--- config.mk ---
export PLATFORM = sky130hd
export DESIGN_NAME = key_event
export DESIGN_NICKNAME = d
export VERILOG_FILES = /design/src/rtl/key_event_pkg.sv /design/src/rtl/key_event.sv
export SDC_FILE = /design/constraint.sdc
export NUM_CORES = 1
export LEC_CHECK = 0
export ABC_AREA = 1
export CAP_MARGIN = 20
export CELL_PAD_IN_SITES_DETAIL_PLACEMENT = 0
export CELL_PAD_IN_SITES_GLOBAL_PLACEMENT = 1
export CORE_MARGIN = 5
export CORE_UTILIZATION = 34
export DETAILED_ROUTE_END_ITERATION = 10
export PLACE_DENSITY = 0.69
export SETUP_SLACK_MARGIN = 0.02
export SYNTH_ARGS = -nofsm -noshare
export SYNTH_HDL_FRONTEND = slang
export SYNTH_SLANG_ARGS = --single-unit
--- constraint.sdc ---
create_clock -name clk -period 1.6 [get_ports clk]
set_input_delay 0.32 -clock clk [delete_from_list [all_inputs] [get_ports clk]]
set_output_delay 0.32 -clock clk [all_outputs]
set_load 0.005 [all_outputs]
--- src/rtl/key_event_pkg.sv ---
// Shared types and helpers for the key event decoder.
// Holds the FSM state encoding and the counter-width helper.
package key_event_pkg;

  typedef enum logic [2:0] {
    IDLE,
    PRESS1,
    GAP,
    PRESS2,
    HELD
  } state_t;

  function automatic int max3(input int a, input int b, input int c);
    int m;
    m = (a > b) ? a : b;
    return (m > c) ? m : c;
  endfunction

endpackage

--- src/rtl/key_event.sv ---
// Converts the debounced active-low key level into one-cycle key events:
// short press, double click, long press and auto-repeat while held.
module key_event
  import key_event_pkg::*;
#(
  parameter int LONG_CYCLES   = 50_000_000,
  parameter int GAP_CYCLES    = 12_500_000,
  parameter int REPEAT_CYCLES = 10_000_000
) (
  input  logic clk,
  input  logic rst,
  input  logic key_n,
  output logic pressed,
  output logic short_press,
  output logic double_click,
  output logic long_press,
  output logic repeat_pulse
);

  localparam int CNT_TOP = max3(LONG_CYCLES, GAP_CYCLES, REPEAT_CYCLES);
  localparam int CW      = $clog2(CNT_TOP + 1);

  localparam logic [CW-1:0] LONG_LAST = CW'(LONG_CYCLES - 1);
  localparam logic [CW-1:0] GAP_LAST  = CW'(GAP_CYCLES - 1);
  localparam logic [CW-1:0] RPT_LAST  = CW'(REPEAT_CYCLES);
  localparam logic [CW-1:0] CNT_ONE   = CW'(1);

  state_t        state;
  logic          key_r;
  logic [CW-1:0] cnt;
  logic [CW-1:0] cnt_inc;

  // Saturating increment so an idle counter can never wrap into a match.
  assign cnt_inc = (&cnt) ? cnt : cnt + CNT_ONE;
  assign pressed = ~key_r;

  always_ff @(posedge clk) begin
    if (rst) begin
      key_r        <= 1'b1;
      state        <= IDLE;
      cnt          <= '0;
      short_press  <= 1'b0;
      double_click <= 1'b0;
      long_press   <= 1'b0;
      repeat_pulse <= 1'b0;
    end else begin
      key_r        <= key_n;
      short_press  <= 1'b0;
      double_click <= 1'b0;
      long_press   <= 1'b0;
      repeat_pulse <= 1'b0;
      case (state)
        IDLE: begin
          if (!key_r) begin
            state <= PRESS1;
            cnt   <= CNT_ONE;
          end
        end
        PRESS1: begin
          if (key_r) begin
            state <= GAP;
            cnt   <= CNT_ONE;
          end else if (cnt == LONG_LAST) begin
            long_press <= 1'b1;
            state      <= HELD;
            cnt        <= CNT_ONE;
          end else begin
            cnt <= cnt_inc;
          end
        end
        GAP: begin
          // A press on the closing edge still counts as a double click.
          if (!key_r) begin
            double_click <= 1'b1;
            state        <= PRESS2;
            cnt          <= CNT_ONE;
          end else if (cnt == GAP_LAST) begin
            short_press <= 1'b1;
            state       <= IDLE;
            cnt         <= CNT_ONE;
          end else begin
            cnt <= cnt_inc;
          end
        end
        PRESS2: begin
          if (key_r) begin
            state <= IDLE;
            cnt   <= CNT_ONE;
          end
        end
        HELD: begin
          if (key_r) begin
            state <= IDLE;
            cnt   <= CNT_ONE;
          end else if ((REPEAT_CYCLES != 0) && (cnt == RPT_LAST)) begin
            repeat_pulse <= 1'b1;
            cnt          <= CNT_ONE;
          end else begin
            cnt <= cnt_inc;
          end
        end
        default: begin
          state <= IDLE;
          cnt   <= CNT_ONE;
        end
      endcase
    end
  end

endmodule

### Word level (Yosys, flattened, before mapping)

Index checks and enable logic that the tools add are counted.

| cells by class | value |
|---|---|
| $add $sub $neg | 1 |
| equal/unequal tests | 12 |
| mux-type cells | 21 |
| bitwise logic cells | 4 |
| reduce and logical (&&, ||, !) cells | 9 |

Operators with widths:

| cell | number |
|---|---|
| $mux W26 | 9 |
| $pmux W26 S5 | 1 |
| $eq A26 B24 Y1 const B | 2 |
| $add A26 B1 Y26 const B | 1 |
| $eq A26 B26 Y1 const B | 1 |
| $reduce_and A26 Y1 | 1 |
| $mux W3 | 6 |
| $pmux W3 S4 | 1 |
| $reduce_or A3 Y1 | 3 |
| $eq A3 B2 Y1 const B | 2 |
| $ne A3 B3 Y1 const B | 2 |
| $mux W1 | 4 |
| $ne A2 B2 Y1 const B | 2 |
| $not A1 Y1 | 4 |
| $reduce_and A4 Y1 | 1 |
| $reduce_or A2 Y1 | 2 |
| $eq A3 B1 Y1 const B | 1 |
| $eq A3 B3 Y1 const B | 1 |
| $logic_not A3 Y1 | 1 |
| $ne A2 B1 Y1 const B | 1 |
| $reduce_and A2 Y1 | 1 |

| storage, ports and cells | value |
|---|---|
| flip-flop bits (word level) | 34 |
| bits of input ports | 3 |
| output and inout bits | 5 |

### Depth between registers and ports, before layout

| depth | value |
|---|---|
| depth in word-level cells | 5 |
| mapped depth | 13 |
| depth with buffers taken out | 13 |

### Worst setup path after synthesis

Ideal clock, no wire load.

| path | value |
|---|---|
| path type | register -> register |
| start point | register cnt[0] |
| end point | register cnt[6] |
| arrival time | 1517 ps |
| required time | 1468 ps |
| slack | -50 ps |
| stages on the path, launching flop included | 12 |
| buffers on the path | 1 |
| period minus slack after synthesis | 1650 ps |
| cell sequence | dfxtp_1 ha_1 nand2_2 nor2_8 nand3_1 nor2_1 nand2_1 nand3_1 nand3_2 buf_2 nand3_1 a21oi_1 |

| on the way | value |
|---|---|
| longest elaborated chain between the ends | 5 |
| elaborated cells on any way between the ends | 13 |

Ends and longest elaborated chain:

| item | RTL line | source |
|---|---|---|
| from (decl) | key_event.sv:30 | `logic [CW-1:0] cnt;` |
| from (signal assigned) | key_event.sv:68 | `cnt <= cnt_inc;` |
| from (signal assigned) | key_event.sv:82 | `cnt <= cnt_inc;` |
| from (signal assigned) | key_event.sv:99 | `cnt <= cnt_inc;` |
| $add A26 B1 Y26 / $reduce_and A26 Y1 (equally long branches) | key_event.sv:34 | `assign cnt_inc = (&cnt) ? cnt : cnt + CNT_ONE;` |
| $mux W26 | key_event.sv:34 |  |
| $mux W26, on equally long branches | key_event.sv:95, key_event.sv:63, key_event.sv:77 |  |
| $mux W26, on equally long branches | key_event.sv:92, key_event.sv:60, key_event.sv:73 |  |
| $pmux W26 S5 (*) | key_event.sv:52 | `case (state)` |

Every way passes the cells marked *; elsewhere a longest branch is shown, timed or not.
A chain may end at the register's enable or synchronous reset.

### Final worst setup path

| path | value |
|---|---|
| start point | register cnt[0] |
| end point | register cnt[0] |

Same word-level chain as after synthesis.

==> impl_metrics.ini <==
[sta]
hold_viol_final = 0
rsz0062_at_grt = yes
slew_viol_final = 0
setup_slack_ns = -0.0429
fin_skew_ns = 0.00231
fin_crit_sh_pct = 103
min_period_ns = 1.64
setup_viol = 12
slew_headroom_pct = 77.1
worst_pin_slew_ns = 0.341
fmax_ghz = 0.609

[placement]
gp_congestion = 0.892
hpwl_microns = 6170
pre_cts_slack_ns = -0.135
dpl.cell_count = 570
port-buffer-count = 7

[clocking]
clockBufferDepth = 2
hold_buffers = 0
clock_latency_ns = 0.28
cts_made_buffers = 5
h-tree-depth = 2
cts_tree = built
cts_sinks = 34
cts.clk_slew.worst_paths_ns = 0.08
root_buffer = clkbuf_8

[critical_path]
worstPathRequired_ns = 1.77
crit_fanout = 4
slowest_stage = dfxtp_4
cpPeakStageDelay_ns = 0.37
critPathKind = reg2reg
crit_arrival_ns = 1.82
start_kind = register
crit_chain = ha_4, nand2_4, nor2_8, nand2_4, nor2_8, nand2_2, nand2_1, nand2_2, o21ai_1, nand2_1, nor2_2, nor2_2
endpoint_kind = register

[die]
die-area_sq_um = 8880
rows = 30
coreArea_sq_um = 6830
die_w_microns = 94.2
initial_core_util_pct = 35.3
die_h_microns = 94.2
ios = 8

[routing]
drt_iter0_drc = 139
drt-pass1-iter-count = 4
viasPerCell = 4.78
vias = 2795
wire_per_inst_microns = 13.7
drcViolationCount = 0
final_antenna_net_count = 0
routed_wl_microns = 8000

[synth]
ys.flop_type = dfxtp_1
netlist_area_sq_um = 2410
synthesis.nets = 403
synth_area_leaders = dfxtp_1 28%, nand2_1 19%, nor2_1 7.6%, nand3_1 7.5%, inv_1 6.9%
ys_seq_area_share_pct = 28.2
synth_top_area_share_pct = 28.2
yosysMostFrequentCell = nand2_1
ys_types = 29
synth-edff-count = 0
yosys_warnings = 0
synth_common_cells = 123 x nand2_1, 49 x nor2_1, 44 x inv_1, 36 x nand3_1, 34 x dfxtp_1
async_flop_share_pct = 0
ys_ff_latch = 34
synth_area_leader_cell = dfxtp_1
synthCells = 398
syn_avg_cell_area_sq_um = 6.06

[layout]
stdcell_count = 585
drive_above_1_share_pct = 36.0
syn_to_final_growth_pct = 49.0
nFillCells = 708
antenna_cells = 0
nets = 493

[power]
p_leak_nw = 1.59
p_per_area_nw_per_um2 = 742
worst_ir_drop_vdd_v = 0.000467

[grt]
antenna_found_initial = 0
grt_max_degree = 18
track_usage_pct = 19.0
grt_pass1_vias = 2711
grt_pass1_wl_microns = 13200
gr-total-overflow = 0

[run_status]
status = complete, but fails checks
violations = negative setup slack

[run]
cap_violations = 0

[hold_path]
min_path_type = reg2reg
power by group:
group | switching (mW) | internal (mW) | total (mW)
Sequential | 0.0474 | 0.896 | 0.944
Combinational | 0.615 | 0.424 | 1.04
Clock | 0.334 | 0.348 | 0.682
kinds of logic (layout without fill, tap and decap cells):
logic type                 Yosys count  after routing  synth area share [%]
AOI/OAI and AO/OA                   38             38                  8.15
buffers and inverters               59            150                  9.55
adders and majority gates            2              2                  1.04
xor gates and xnor gates             9              9                  3.27
and+or+nand+nor                    256            256                  49.8
DFF                                 34             34                  28.2
through the flow:
step / instance area (sq um) / hold slack (ns) / utilization [%] / power (mW) / setup TNS, ns
5_1_grt: 3590 / 0.522 / 52.6 / 2.83 / -3.98
4_1_cts: 3480 / 0.485 / 50.9 / 2.63 / -0.570
3_5_place_dp: 3200 / 0.474 / 46.8 / 1.86 / -2.14
6_report: 3590 / 0.487 / 52.6 / 2.66 / -0.190
3_3_place_gp: 3200 / 0.473 / 46.8 / 1.85 / -0.854
2_1_floorplan: 2440 / 0.424 / - / 1.48 / 0
layer usage:
metal / vias to the layer above / wire (microns) / track usage, %
met5: - / 0 / 0
met4: 0 / 46 / 3.73
met3: 4 / 258 / 2.80
met2: 34 / 3890 / 32.0
met1: 1309 / 3810 / 25.5
li1: 1448 / - / -
flip-flops by register name (all words and copies together) (netlist names):
name          count
state             3
double_click      1
long_press        1
cnt              26
key_r             1
short_press       1
repeat_pulse      1
placed cells by master, fill, tap and decap left out, types with 3 or more instances in the layout:
cell type        count
o21ai_0              7
dfxtp_4              3
a21oi_2              7
nand2_4              6
nor2_2               9
buf_6                6
a21oi_1             19
inv_2                5
clkdlybuf4s50_1      6
nor4_1               3
nand2_1            113
xor2_1               6
dfxtp_1             22
nand3_4              3
nor2_1              42
o21ai_1              3
inv_1               42
nor3_1               7
nand3_2             11
dfxtp_2              9
clkbuf_8             6
nor2_4               7
nand3_1             26
buf_4               78
nand2_2             13
nand4_1             10
worst max-delay path: cells and delay by family (launching register included):
kind / cells / cell delay, ns
AOI/OAI and AO/OA: 1 / 0.11
adders and majority gates: 1 / 0.15
DFF: 1 / 0.37
and+or+nand+nor: 10 / 0.90
final timing paths:
check / startpoint / endpoint / slack, ns / cells past startpoint
worst min-delay path: cnt[22]$_SDFFE_PP0P_ / cnt[22]$_SDFFE_PP0P_ / 0.49 / 2
worst max-delay path: cnt[0]$_SDFFE_PP0P_ / cnt[0]$_SDFFE_PP0P_ / -0.04 / 12
worst max register to register: cnt[0]$_SDFFE_PP0P_ / cnt[0]$_SDFFE_PP0P_ / -0.04 / 12
worst min register to register: cnt[22]$_SDFFE_PP0P_ / cnt[22]$_SDFFE_PP0P_ / 0.49 / 2
what timing repair did:
action,CTS,global route
endpoints found under the setup margin,30,30
hold endpoints to repair,0,0
gates resized for setup,40,36
pin swaps,15,9
buffers inserted,6,0
cloned,1,0
layout make-up:
class                   count  area [sq um]  share of cell area (%)
repair buffers             94           781                    21.7
well taps                  96           120                    3.34
flip-flops and latches     34           703                    19.6
clock buffers               7          86.3                    2.40
multi-input cells         305          1720                    47.8
clock inverters             1          5.00                   0.139
inverters                  48           180                    5.01
(Power assumes the default switching activity.)
